File: src/rtl/pico_cmd_pkg.sv
// Shared PICO_MIPS command definitions: field widths, the packed command
// layout, a packing helper and the loader state encoding.
package pico_cmd_pkg;

    localparam int OP_W  = 6;
    localparam int REG_W = 5;
    localparam int IMM_W = 8;
    localparam int CMD_W = OP_W + 2 * REG_W + IMM_W;

    // [23:18] opcode, [17:13] destination, [12:8] source, [7:0] immediate
    typedef struct packed {
        logic [OP_W-1:0]  op_code;
        logic [REG_W-1:0] des_addr;
        logic [REG_W-1:0] src_addr;
        logic [IMM_W-1:0] imme_data;
    } cmd_t;

    typedef enum logic [1:0] {
        ST_IDLE = 2'd0,
        ST_LOAD = 2'd1,
        ST_DONE = 2'd2
    } loader_state_t;

    function automatic cmd_t pack_cmd(
        input logic [OP_W-1:0]  op_code,
        input logic [REG_W-1:0] des_addr,
        input logic [REG_W-1:0] src_addr,
        input logic [IMM_W-1:0] imme_data
    );
        cmd_t c;
        c.op_code   = op_code;
        c.des_addr  = des_addr;
        c.src_addr  = src_addr;
        c.imme_data = imme_data;
        return c;
    endfunction

endpackage

File: src/rtl/cmd_encoder_loader_if.sv
// Field-tuple input handshake and instruction-memory write bus.
//
// Handshake: a tuple transfers on a rising clk edge where fld_valid and
// fld_ready are both high. fld_ready depends only on registered FIFO
// occupancy (and reset), never on fld_valid. The imem side has no back
// pressure: every cycle with imem_we high is one write.
interface cmd_encoder_loader_if
    import pico_cmd_pkg::*;
#(
    parameter int IMEM_AW = 8
) ();

    logic               fld_valid;
    logic               fld_ready;
    logic [OP_W-1:0]    op_code;
    logic [REG_W-1:0]   des_addr;
    logic [REG_W-1:0]   src_addr;
    logic [IMM_W-1:0]   imme_data;
    logic               fld_last;

    logic               imem_we;
    logic [IMEM_AW-1:0] imem_addr;
    logic [CMD_W-1:0]   imem_wdata;

    // Host / bench side: sources fields, observes imem writes
    modport master (
        output fld_valid, op_code, des_addr, src_addr, imme_data, fld_last,
        input  fld_ready,
        input  imem_we, imem_addr, imem_wdata
    );

    // Encoder/loader side
    modport slave (
        input  fld_valid, op_code, des_addr, src_addr, imme_data, fld_last,
        output fld_ready,
        output imem_we, imem_addr, imem_wdata
    );

endinterface

File: src/rtl/sync_fifo.sv
// Single-clock FIFO with registered occupancy count. Read data is the
// current head entry; a pop advances the head on the next edge.
module sync_fifo #(
    parameter int WIDTH = 25,
    parameter int DEPTH = 8
) (
    input  logic                     clk,
    input  logic                     rst,
    input  logic                     push,
    input  logic [WIDTH-1:0]         wdata,
    input  logic                     pop,
    output logic [WIDTH-1:0]         rdata,
    output logic                     full,
    output logic                     empty,
    output logic [$clog2(DEPTH):0]   count
);

    localparam int AW    = $clog2(DEPTH);
    localparam int CNT_W = AW + 1;

    logic [WIDTH-1:0] mem [DEPTH];
    logic [AW-1:0]    wr_ptr;
    logic [AW-1:0]    rd_ptr;
    logic [CNT_W-1:0] count_q;
    logic             do_push;
    logic             do_pop;

    // Full blocks a push even when a pop happens in the same cycle
    assign full    = (count_q == CNT_W'(DEPTH));
    assign empty   = (count_q == '0);
    assign do_push = push && !full;
    assign do_pop  = pop && !empty;
    assign rdata   = mem[rd_ptr];
    assign count   = count_q;

    // Storage array, written on accepted push only
    always_ff @(posedge clk) begin
        if (do_push) begin
            mem[wr_ptr] <= wdata;
        end
    end

    // Pointers and occupancy
    always_ff @(posedge clk) begin
        if (rst) begin
            wr_ptr  <= '0;
            rd_ptr  <= '0;
            count_q <= '0;
        end else begin
            if (do_push) begin
                wr_ptr <= wr_ptr + AW'(1);
            end
            if (do_pop) begin
                rd_ptr <= rd_ptr + AW'(1);
            end
            case ({do_push, do_pop})
                2'b10:   count_q <= count_q + CNT_W'(1);
                2'b01:   count_q <= count_q - CNT_W'(1);
                default: count_q <= count_q;
            endcase
        end
    end

endmodule

File: src/rtl/cmd_encoder_loader.sv
// Packs instruction fields into 24-bit commands, buffers them in a FIFO and
// loads them into consecutive instruction-memory addresses while holding the
// CPU halted. An overflow past the top address before the last word ends the
// load with load_err set.
module cmd_encoder_loader
    import pico_cmd_pkg::*;
#(
    parameter int DEPTH   = 8,
    parameter int IMEM_AW = 8
) (
    input  logic                     clk,
    input  logic                     rst,
    cmd_encoder_loader_if.slave      bus,
    input  logic                     start,
    input  logic [IMEM_AW-1:0]       base_addr,
    output logic                     cpu_hold,
    output logic                     load_done,
    output logic                     load_err,
    output logic [IMEM_AW:0]         load_count,
    output loader_state_t            dbg_state,
    output logic [$clog2(DEPTH):0]   dbg_fifo_count
);

    localparam int ENTRY_W = CMD_W + 1;

    loader_state_t      state_q;
    loader_state_t      state_d;

    logic               fifo_push;
    logic               fifo_pop;
    logic               fifo_full;
    logic               fifo_empty;
    logic [ENTRY_W-1:0] fifo_wdata;
    logic [ENTRY_W-1:0] fifo_rdata;
    logic               head_last;
    logic [CMD_W-1:0]   head_cmd;
    logic               at_top;

    logic [IMEM_AW-1:0] addr_q;
    logic [IMEM_AW:0]   count_q;
    logic               we_q;
    logic [IMEM_AW-1:0] waddr_q;
    logic [CMD_W-1:0]   wdata_q;
    logic               done_q;
    logic               err_q;

    assign bus.fld_ready = !fifo_full && !rst;
    assign fifo_push     = bus.fld_valid && bus.fld_ready;
    assign fifo_wdata    = {bus.fld_last,
                            pack_cmd(bus.op_code, bus.des_addr,
                                     bus.src_addr, bus.imme_data)};
    assign head_last     = fifo_rdata[CMD_W];
    assign head_cmd      = fifo_rdata[CMD_W-1:0];
    assign at_top        = (addr_q == '1);

    sync_fifo #(
        .WIDTH (ENTRY_W),
        .DEPTH (DEPTH)
    ) u_fifo (
        .clk   (clk),
        .rst   (rst),
        .push  (fifo_push),
        .wdata (fifo_wdata),
        .pop   (fifo_pop),
        .rdata (fifo_rdata),
        .full  (fifo_full),
        .empty (fifo_empty),
        .count (dbg_fifo_count)
    );

    // Loader state register
    always_ff @(posedge clk) begin
        if (rst) begin
            state_q <= ST_IDLE;
        end else begin
            state_q <= state_d;
        end
    end

    // Next state and pop decision; pops only from registered occupancy
    always_comb begin
        state_d  = state_q;
        fifo_pop = 1'b0;
        case (state_q)
            ST_IDLE: begin
                if (start) begin
                    state_d = ST_LOAD;
                end
            end
            ST_LOAD: begin
                if (!fifo_empty) begin
                    fifo_pop = 1'b1;
                    if (head_last || at_top) begin
                        state_d = ST_DONE;
                    end
                end
            end
            ST_DONE: begin
                if (start) begin
                    state_d = ST_LOAD;
                end
            end
            default: begin
                state_d = ST_IDLE;
            end
        endcase
    end

    // Load bookkeeping and the registered imem write one cycle after a pop
    always_ff @(posedge clk) begin
        if (rst) begin
            addr_q  <= '0;
            count_q <= '0;
            we_q    <= 1'b0;
            waddr_q <= '0;
            wdata_q <= '0;
            done_q  <= 1'b0;
            err_q   <= 1'b0;
        end else begin
            we_q <= 1'b0;
            if (state_q != ST_LOAD && start) begin
                addr_q  <= base_addr;
                count_q <= '0;
                done_q  <= 1'b0;
                err_q   <= 1'b0;
            end
            if (fifo_pop) begin
                we_q    <= 1'b1;
                waddr_q <= addr_q;
                wdata_q <= head_cmd;
                addr_q  <= addr_q + IMEM_AW'(1);
                count_q <= count_q + (IMEM_AW + 1)'(1);
                if (head_last) begin
                    done_q <= 1'b1;
                end else if (at_top) begin
                    err_q <= 1'b1;
                end
            end
        end
    end

    // CPU stays halted until the final write cycle has passed
    assign cpu_hold       = (state_q != ST_DONE) || we_q;
    assign bus.imem_we    = we_q;
    assign bus.imem_addr  = waddr_q;
    assign bus.imem_wdata = wdata_q;
    assign load_done      = done_q;
    assign load_err       = err_q;
    assign load_count     = count_q;
    assign dbg_state      = state_q;

endmodule

File: src/flat_wrapper.sv
// flat-port wrapper written by rule: the top's interface ports become plain ports
module cmd_encoder_loader_flat import pico_cmd_pkg::*;
#(
    parameter int DEPTH   = 8,
    parameter int IMEM_AW = 8
)
  (clk, rst, start, base_addr, cpu_hold, load_done, load_err, load_count, dbg_state, dbg_fifo_count, bus_fld_valid, bus_op_code, bus_des_addr, bus_src_addr, bus_imme_data, bus_fld_last, bus_fld_ready, bus_imem_we, bus_imem_addr, bus_imem_wdata);
  cmd_encoder_loader_if #(.IMEM_AW(IMEM_AW)) bus_i ();
  input  logic clk;
  input  logic rst;
  input  logic start;
  input  logic [IMEM_AW-1:0] base_addr;
  output logic cpu_hold;
  output logic load_done;
  output logic load_err;
  output logic [IMEM_AW:0] load_count;
  output loader_state_t dbg_state;
  output logic [$clog2(DEPTH):0] dbg_fifo_count;
  input wire logic [$bits(bus_i.fld_valid)-1:0] bus_fld_valid;
  input wire logic [$bits(bus_i.op_code)-1:0] bus_op_code;
  input wire logic [$bits(bus_i.des_addr)-1:0] bus_des_addr;
  input wire logic [$bits(bus_i.src_addr)-1:0] bus_src_addr;
  input wire logic [$bits(bus_i.imme_data)-1:0] bus_imme_data;
  input wire logic [$bits(bus_i.fld_last)-1:0] bus_fld_last;
  output wire logic [$bits(bus_i.fld_ready)-1:0] bus_fld_ready;
  output wire logic [$bits(bus_i.imem_we)-1:0] bus_imem_we;
  output wire logic [$bits(bus_i.imem_addr)-1:0] bus_imem_addr;
  output wire logic [$bits(bus_i.imem_wdata)-1:0] bus_imem_wdata;
  assign bus_i.fld_valid = bus_fld_valid;
  assign bus_i.op_code = bus_op_code;
  assign bus_i.des_addr = bus_des_addr;
  assign bus_i.src_addr = bus_src_addr;
  assign bus_i.imme_data = bus_imme_data;
  assign bus_i.fld_last = bus_fld_last;
  assign bus_fld_ready = bus_i.fld_ready;
  assign bus_imem_we = bus_i.imem_we;
  assign bus_imem_addr = bus_i.imem_addr;
  assign bus_imem_wdata = bus_i.imem_wdata;
  cmd_encoder_loader #(.DEPTH(DEPTH), .IMEM_AW(IMEM_AW)) u_core (.clk(clk), .rst(rst), .bus(bus_i), .start(start), .base_addr(base_addr), .cpu_hold(cpu_hold), .load_done(load_done), .load_err(load_err), .load_count(load_count), .dbg_state(dbg_state), .dbg_fifo_count(dbg_fifo_count));
endmodule
File: config.mk
export PLATFORM = sky130hd
export DESIGN_NAME = cmd_encoder_loader_flat
export DESIGN_NICKNAME = d
export VERILOG_FILES = /design/src/rtl/pico_cmd_pkg.sv /design/src/rtl/cmd_encoder_loader_if.sv /design/src/rtl/sync_fifo.sv /design/src/rtl/cmd_encoder_loader.sv /design/src/flat_wrapper.sv
export SDC_FILE = /design/constraint.sdc
export NUM_CORES = 1
export LEC_CHECK = 0
export ABC_AREA = 1
export CAP_MARGIN = 0
export CORE_UTILIZATION = 35
export CTS_CLUSTER_DIAMETER = 40
export DETAILED_ROUTE_END_ITERATION = 12
export DONT_BUFFER_PORTS = 1
export REMOVE_ABC_BUFFERS = 1
export SLEW_MARGIN = 20
export SYNTH_ARGS = -nofsm -noshare
export SYNTH_HDL_FRONTEND = slang
export SYNTH_SLANG_ARGS = --single-unit
File: constraint.sdc
create_clock -name clk -period 5.5 [get_ports clk]
set_input_delay 1.65 -clock clk [delete_from_list [all_inputs] [get_ports clk]]
set_output_delay 1.65 -clock clk [all_outputs]
set_load 0.03 [all_outputs]
======== Word level (Yosys, flattened, before mapping) ========
Memory sizes are Yosys's and may differ from the RTL's. A register that Yosys moved wholly into a read port is not among the register bits.
Cells that the tools add are included.
storage, ports and cells
  flip-flop bits (word level) ............. 64
  bits in writable memories ............... 200
  bits of input ports ..................... 37
  output and inout bits ................... 52
  logic and storage cells ................. 68
  memories ................................ 1
memories
  name               words  width  rd ports  clocked after Yosys merged registers in  wr ports  line             RTL
  u_core.u_fifo.mem  8      25     1         1                                        1         sync_fifo.sv:21  logic [WIDTH-1:0] mem [DEPTH];
cells by class
  $add $sub $neg .......................... 6
  equal/unequal tests ..................... 11
  mux-type cells .......................... 23
  reductions and logical operators ........ 16
operator list
  operator                                                number
  two-way mux 9 bit                                       2
  two-way mux 8 bit                                       2
  two-way mux 1 bit                                       12
  adder 9 x 1 -> 9 bit (second input constant)            1
  adder 8 x 1 -> 8 bit (second input constant)            1
  equality test 8 bit (second input constant)             1
  one-hot mux 4 bit (2 select lines)                      1
  adder 3 x 1 -> 3 bit (second input constant)            2
  two-way mux 2 bit                                       3
  two-way mux 3 bit                                       2
  inequality test 2 x 1 -> 1 bit (second input constant)  3
  logical AND 1 bit                                       5
  adder 4 x 1 -> 4 bit (second input constant)            1
  equality test 2 x 1 -> 1 bit (second input constant)    2
  equality test 2 bit (second input constant)             2
  equality test 4 bit (second input constant)             1
  logical NOT 4 bit                                       1
  inequality test 2 bit (second input constant)           2
  one-hot mux 2 bit (2 select lines)                      1
  nonzero test 2 bit                                      2
  subtractor 4 x 1 -> 4 bit (second input constant)       1
  logical NOT 1 bit                                       3
  AND reduction 3 bit                                     1
  logical NOT 2 bit                                       1
  2 further kinds                                         3

======== Longest topological paths before layout ========
  depth in word-level cells ............... 7
  gate-level depth with buffers ........... 14
  gate-level depth less buffers ........... 12

======== Cells and area by module ========
A second synthesis with hierarchy kept.
unflattened totals
  cells, all modules ...................... 994
  area total of the unflattened synthesis .. 10840.4 µm²
by module, submodules not included
  module              times used  cells an instance  area an instance (µm²)  seq. area each (µm²)
  sync_fifo           1           659                8529.4                  6266.0
  cmd_encoder_loader  1           335                2311.0                  1081.0

======== Least setup slack after synthesis ========
No wires, ideal clock.
  path type ............................... in2reg
  start ................................... input port rst
  end ..................................... memory u_core.u_fifo.mem[1][0] (enable)
  setup time .............................. 0.407 ns
  arrival ................................. 3.942 ns
  required time ........................... 5.093 ns
  setup slack ............................. 1.151 ns
  stages .................................. 6
  path buffers ............................ 1
  cell sequence ........................... buf_2 a31oi_1 nand2_2 nor2_1 inv_1 nor2_1
on the way
  cells in the longest elaborated chain, start to end .. 6
RTL lines
  element                                  line                      RTL
  start, declared                          flat_wrapper.sv:10        input logic rst;
  logical NOT 1 bit                        cmd_encoder_loader.sv:47  assign bus.fld_ready = !fifo_full && !rst;
  logical AND 1 bit                        cmd_encoder_loader.sv:47
  net bus_fld_ready                        flat_wrapper.sv:25        output wire logic [$bits(bus_i.fld_ready)-1:0] bus_fld_ready;
  logical AND 1 bit                        cmd_encoder_loader.sv:48  assign fifo_push = bus.fld_valid && bus.fld_ready;
  logical AND 1 bit                        sync_fifo.sv:31           assign do_push = push && !full;
  two-way mux 1 bit                        sync_fifo.sv:38           if (do_push) begin
  two-way mux 1 bit (not written as such)  sync_fifo.sv:39           mem[wr_ptr] <= wdata;
  end, declared                            sync_fifo.sv:21
The timed path passes the listed nets, and every way through them passes these cells.

======== Worst setup path after layout ========
  start ................................... input port rst
  end ..................................... output port bus_fld_ready
on the way
  cells in the longest elaborated chain, start to end .. 2
RTL lines
  element            line
  logical NOT 1 bit  cmd_encoder_loader.sv:47
  logical AND 1 bit  cmd_encoder_loader.sv:47
  end, declared      flat_wrapper.sv:25
Every way passes these cells.

==> reports/metrics.yaml <==
worst_setup_path_endpoint: "bus_fld_ready"
post_route_cells_drive_above_1_share: 0.09484
sequential_cell_area_um2: 7350
rows: 63
area_delta_synth_final_pct: 13.41
timing.final.max_slew_violations: 0
worstSetupPathType: "in -> out"
timing.critical_path.max_delay_family: "compound AO/OA/AOI/OAI gates"
fin_crit_ns: 4.033
final_min_period_over_clock_period: 0.7334
cts_tree: "yes"
synthArstFlopShare: 0
multi_input_comb_area_um2: 2768
detail-route-antenna-nets: 0
synthCells: 927
worstReg2RegEnd: "u_core.u_fifo.count[2]$_SDFFE_PP0P_"
wirelength_um: 23080
grt.busiest_layer: "met2"
max_cap_violations: 0
critical_path.n_buffers_inverters: 0
synthDominantAreaCellType: "sky130_fd_sc_hd__edfxtp_1"
timing.max_slew.rel_slack: 0.3168
clk_root_buffer_cell: "sky130_fd_sc_hd__clkbuf_16"
crit_start: "rst"
design.die.area_um2: 30880
first_global_vias: 6519
critical_path_cell_count: 1
rr_startpoint: "u_core.u_fifo.count[2]$_SDFFE_PP0P_"
timing.fmax_mhz: 247.9
syn_area_um2: 10560
portBuffers: 0
cts-resized-gates: 0
most_common_cell_in_the_synthesized_netlist: "sky130_fd_sc_hd__edfxtp_1"
synth_sequential_area_ratio: 0.6955
clk-insertion-delay-late_ns: 0.51
drtIter0Drc: 652
pre_cts_slack_ns: 1.471
first_pass_iters: 5
num_antenna_cells: 0
post_synth.cell_area_avg_um2: 11.40
timing.critical_path.slowest_cell_delay_ns: 0.73
ff2ff_setup_slack_ns: 2.31
cts_hold_buffers_added: 0
cp-start-kind: "primary input"
status: "complete, no violations"
cts_made_buffers: 34
use_met1: 0.2000
number_of_filler_cells_placed_in_the_layout: 2830
cellPowerDensity_nw_per_um2: 450.4
path_clk_slew_ns: 0.05
antenna_violations_before_repair: 0
groute.usage.overall: 0.1511
core_area_um2: 29640
synth_enable_flop_cells: 200
routed_via_density: 5.041
clk_path_buf_depth: 3
synth_warnings: 0
worst-endpoint-arrival_ns: 2.38
routed-via-count: 6750
detail_route.drc_violations: 0
timing_hold_violations_final: 0
grt_start_max_net_pins: 101
top_area_cells_in_the_synthesized_netlist: "sky130_fd_sc_hd__edfxtp_1 57%, sky130_fd_sc_hd__dfxtp_1 13%, sky130_fd_sc_hd__o21ai_0 8.4%"
ys_seq_elements: 267
worst-slew-pin-transition_ns: 1.020
dieHeight_um: 175.7
synth.top_cell.area_share: 0.5685
grt_pass1_wl_um: 36310
cellLeakagePower_nw: 4.026
dpl.hpwl_um: 13120
floorplan.die.width_um: 175.7
r2r.worst_path.cells: 10
synth_cell_types: 37
globalRouteMet2Util: 0.2419
layout.nets: 967
vdd_drop_max_mv: 0.2952
setup_slack_ns: 1.467
worst-path-max-fanout: 9
p_total_mw: 5.395
htree_num_levels: 2
final.setup_skew_ns: 0.02592
boundaryPins: 89
drt-wirelength-per-cell_um: 17.23
gr-total-overflow: 0
worst_ep_required_time_ns: 3.85
cts.repair_timing.setup_buffer_count: 0
place_congestion: 0.7853
cp-end-kind: "output pin"
start_util: 0.3564
timing.setup.tns_ns: 0
critical-path-slowest-cell: "sky130_fd_sc_hd__a31oi_1"
setup_viol: 0
gr-usage-met3: 0.03853
hold_class: "reg -> reg"
rsz0062_at_grt: "no"
synthTopCellsByCount: "200 x sky130_fd_sc_hd__edfxtp_1, 177 x sky130_fd_sc_hd__o21ai_0, 172 x sky130_fd_sc_hd__nor2_1, 67 x sky130_fd_sc_hd__dfxtp_1, 60 x sky130_fd_sc_hd__nand2_1"
cp_cell_sequence: "a31oi_1"
clock_sinks: 267
synth-main-ff-cell: "sky130_fd_sc_hd__edfxtp_1"
-- cell families (layout without fill, tap and decap cells) --
logic type               Yosys count  in the layout  synth area share
AO/OA/AOI/OAI                    277            277            0.1393
XOR/XNOR                           6              6          0.004974
adder cells (fa/ha/maj)            7              7          0.008291
buffers and inverters             92            114           0.04441
flip-flops                       267            267            0.6955
AND/OR/NAND/NOR                  278            278            0.1075
-- area by class of cell --
class | instances | share of cell area
clock buffer | 42 | 0.07708
tap | 390 | 0.04073
sequential | 267 | 0.6135
multi-input combinational | 568 | 0.2310
timing repair buffer | 13 | 0.008146
clock inverter | 20 | 0.01692
inverter | 39 | 0.01264
-- where the power goes --
group | internal (mW) | leakage (nW) | total [mW] | switching [mW]
sequential | 2.28 | 2.35 | 2.53 | 0.252
clock | 1.31 | 0.550 | 2.17 | 0.857
combinational | 0.216 | 1.12 | 0.695 | 0.479
total | 3.81 | 4.03 | 5.40 | 1.59
-- worst min path at each step --
stage / from / endpoint / slack, ns / cells past startpoint
2_1_floorplan: u_core.u_fifo.rd_ptr[2]$_SDFFE_PP0P_ / flop / 0.43 / 2
3_3_place_gp: u_core.u_fifo.rd_ptr[2]$_SDFFE_PP0P_ / u_core.u_fifo.rd_ptr[2]$_SDFFE_PP0P_ / 0.45 / 2
3_5_place_dp: u_core.u_fifo.rd_ptr[2]$_SDFFE_PP0P_ / u_core.u_fifo.rd_ptr[2]$_SDFFE_PP0P_ / 0.47 / 2
4_1_cts: u_core.u_fifo.rd_ptr[2]$_SDFFE_PP0P_ / flop / 0.48 / 2
5_1_grt: u_core.u_fifo.rd_ptr[2]$_SDFFE_PP0P_ / flop / 0.50 / 2
6_report: u_core.u_fifo.rd_ptr[2]$_SDFFE_PP0P_ / flop / 0.47 / 2
-- layout by cell type, fill, tap and decap left out, types with 5 or more instances in the layout --
cell,instances
sky130_fd_sc_hd__edfxtp_1,200
sky130_fd_sc_hd__o21ai_0,177
sky130_fd_sc_hd__nor2_1,164
sky130_fd_sc_hd__dfxtp_1,65
sky130_fd_sc_hd__nand2_1,60
sky130_fd_sc_hd__a21oi_1,45
sky130_fd_sc_hd__clkbuf_16,36
sky130_fd_sc_hd__inv_1,34
sky130_fd_sc_hd__nand3_1,31
sky130_fd_sc_hd__o211ai_1,25
sky130_fd_sc_hd__o21ai_1,21
sky130_fd_sc_hd__buf_4,13
sky130_fd_sc_hd__nor2_2,10
sky130_fd_sc_hd__ha_1,7
sky130_fd_sc_hd__clkbuf_1,6
sky130_fd_sc_hd__inv_6,5
sky130_fd_sc_hd__clkinv_2,5
-- routing by layer --
metal / vias to the layer above / wire length [µm]
li1: 3293 / -
met1: 3219 / 10340
met2: 196 / 10690
met3: 42 / 1563
met4: 0 / 487
met5: - / 0
-- per-stage QoR --
step	area [µm²]	std cells	hold WS, ns	utilization
finish	11980	1339	0.4712	0.4042
global route	11980	1339	0.4972	0.4042
CTS	11980	1339	0.4755	0.4042
detailed placement	10850	1277	0.4721	0.3662
global placement	10850	1277	0.4499	0.3662
floorplan	10250	874	0.4334	-
-- sequential cells by signal, indices dropped and copies added, names as in the netlist, 2 cells and up, named ones only --
register               count
u_core.u_fifo.count        4
u_core.u_fifo.mem        200
u_core.bus.imem_wdata     24
u_core.u_fifo.wr_ptr       3
u_core.load_count          9
u_core.u_fifo.rd_ptr       3
u_core.bus.imem_addr       8
u_core.addr_q              8
u_core.dbg_state           2
Note: power is estimated with default switching activity, not from simulation.
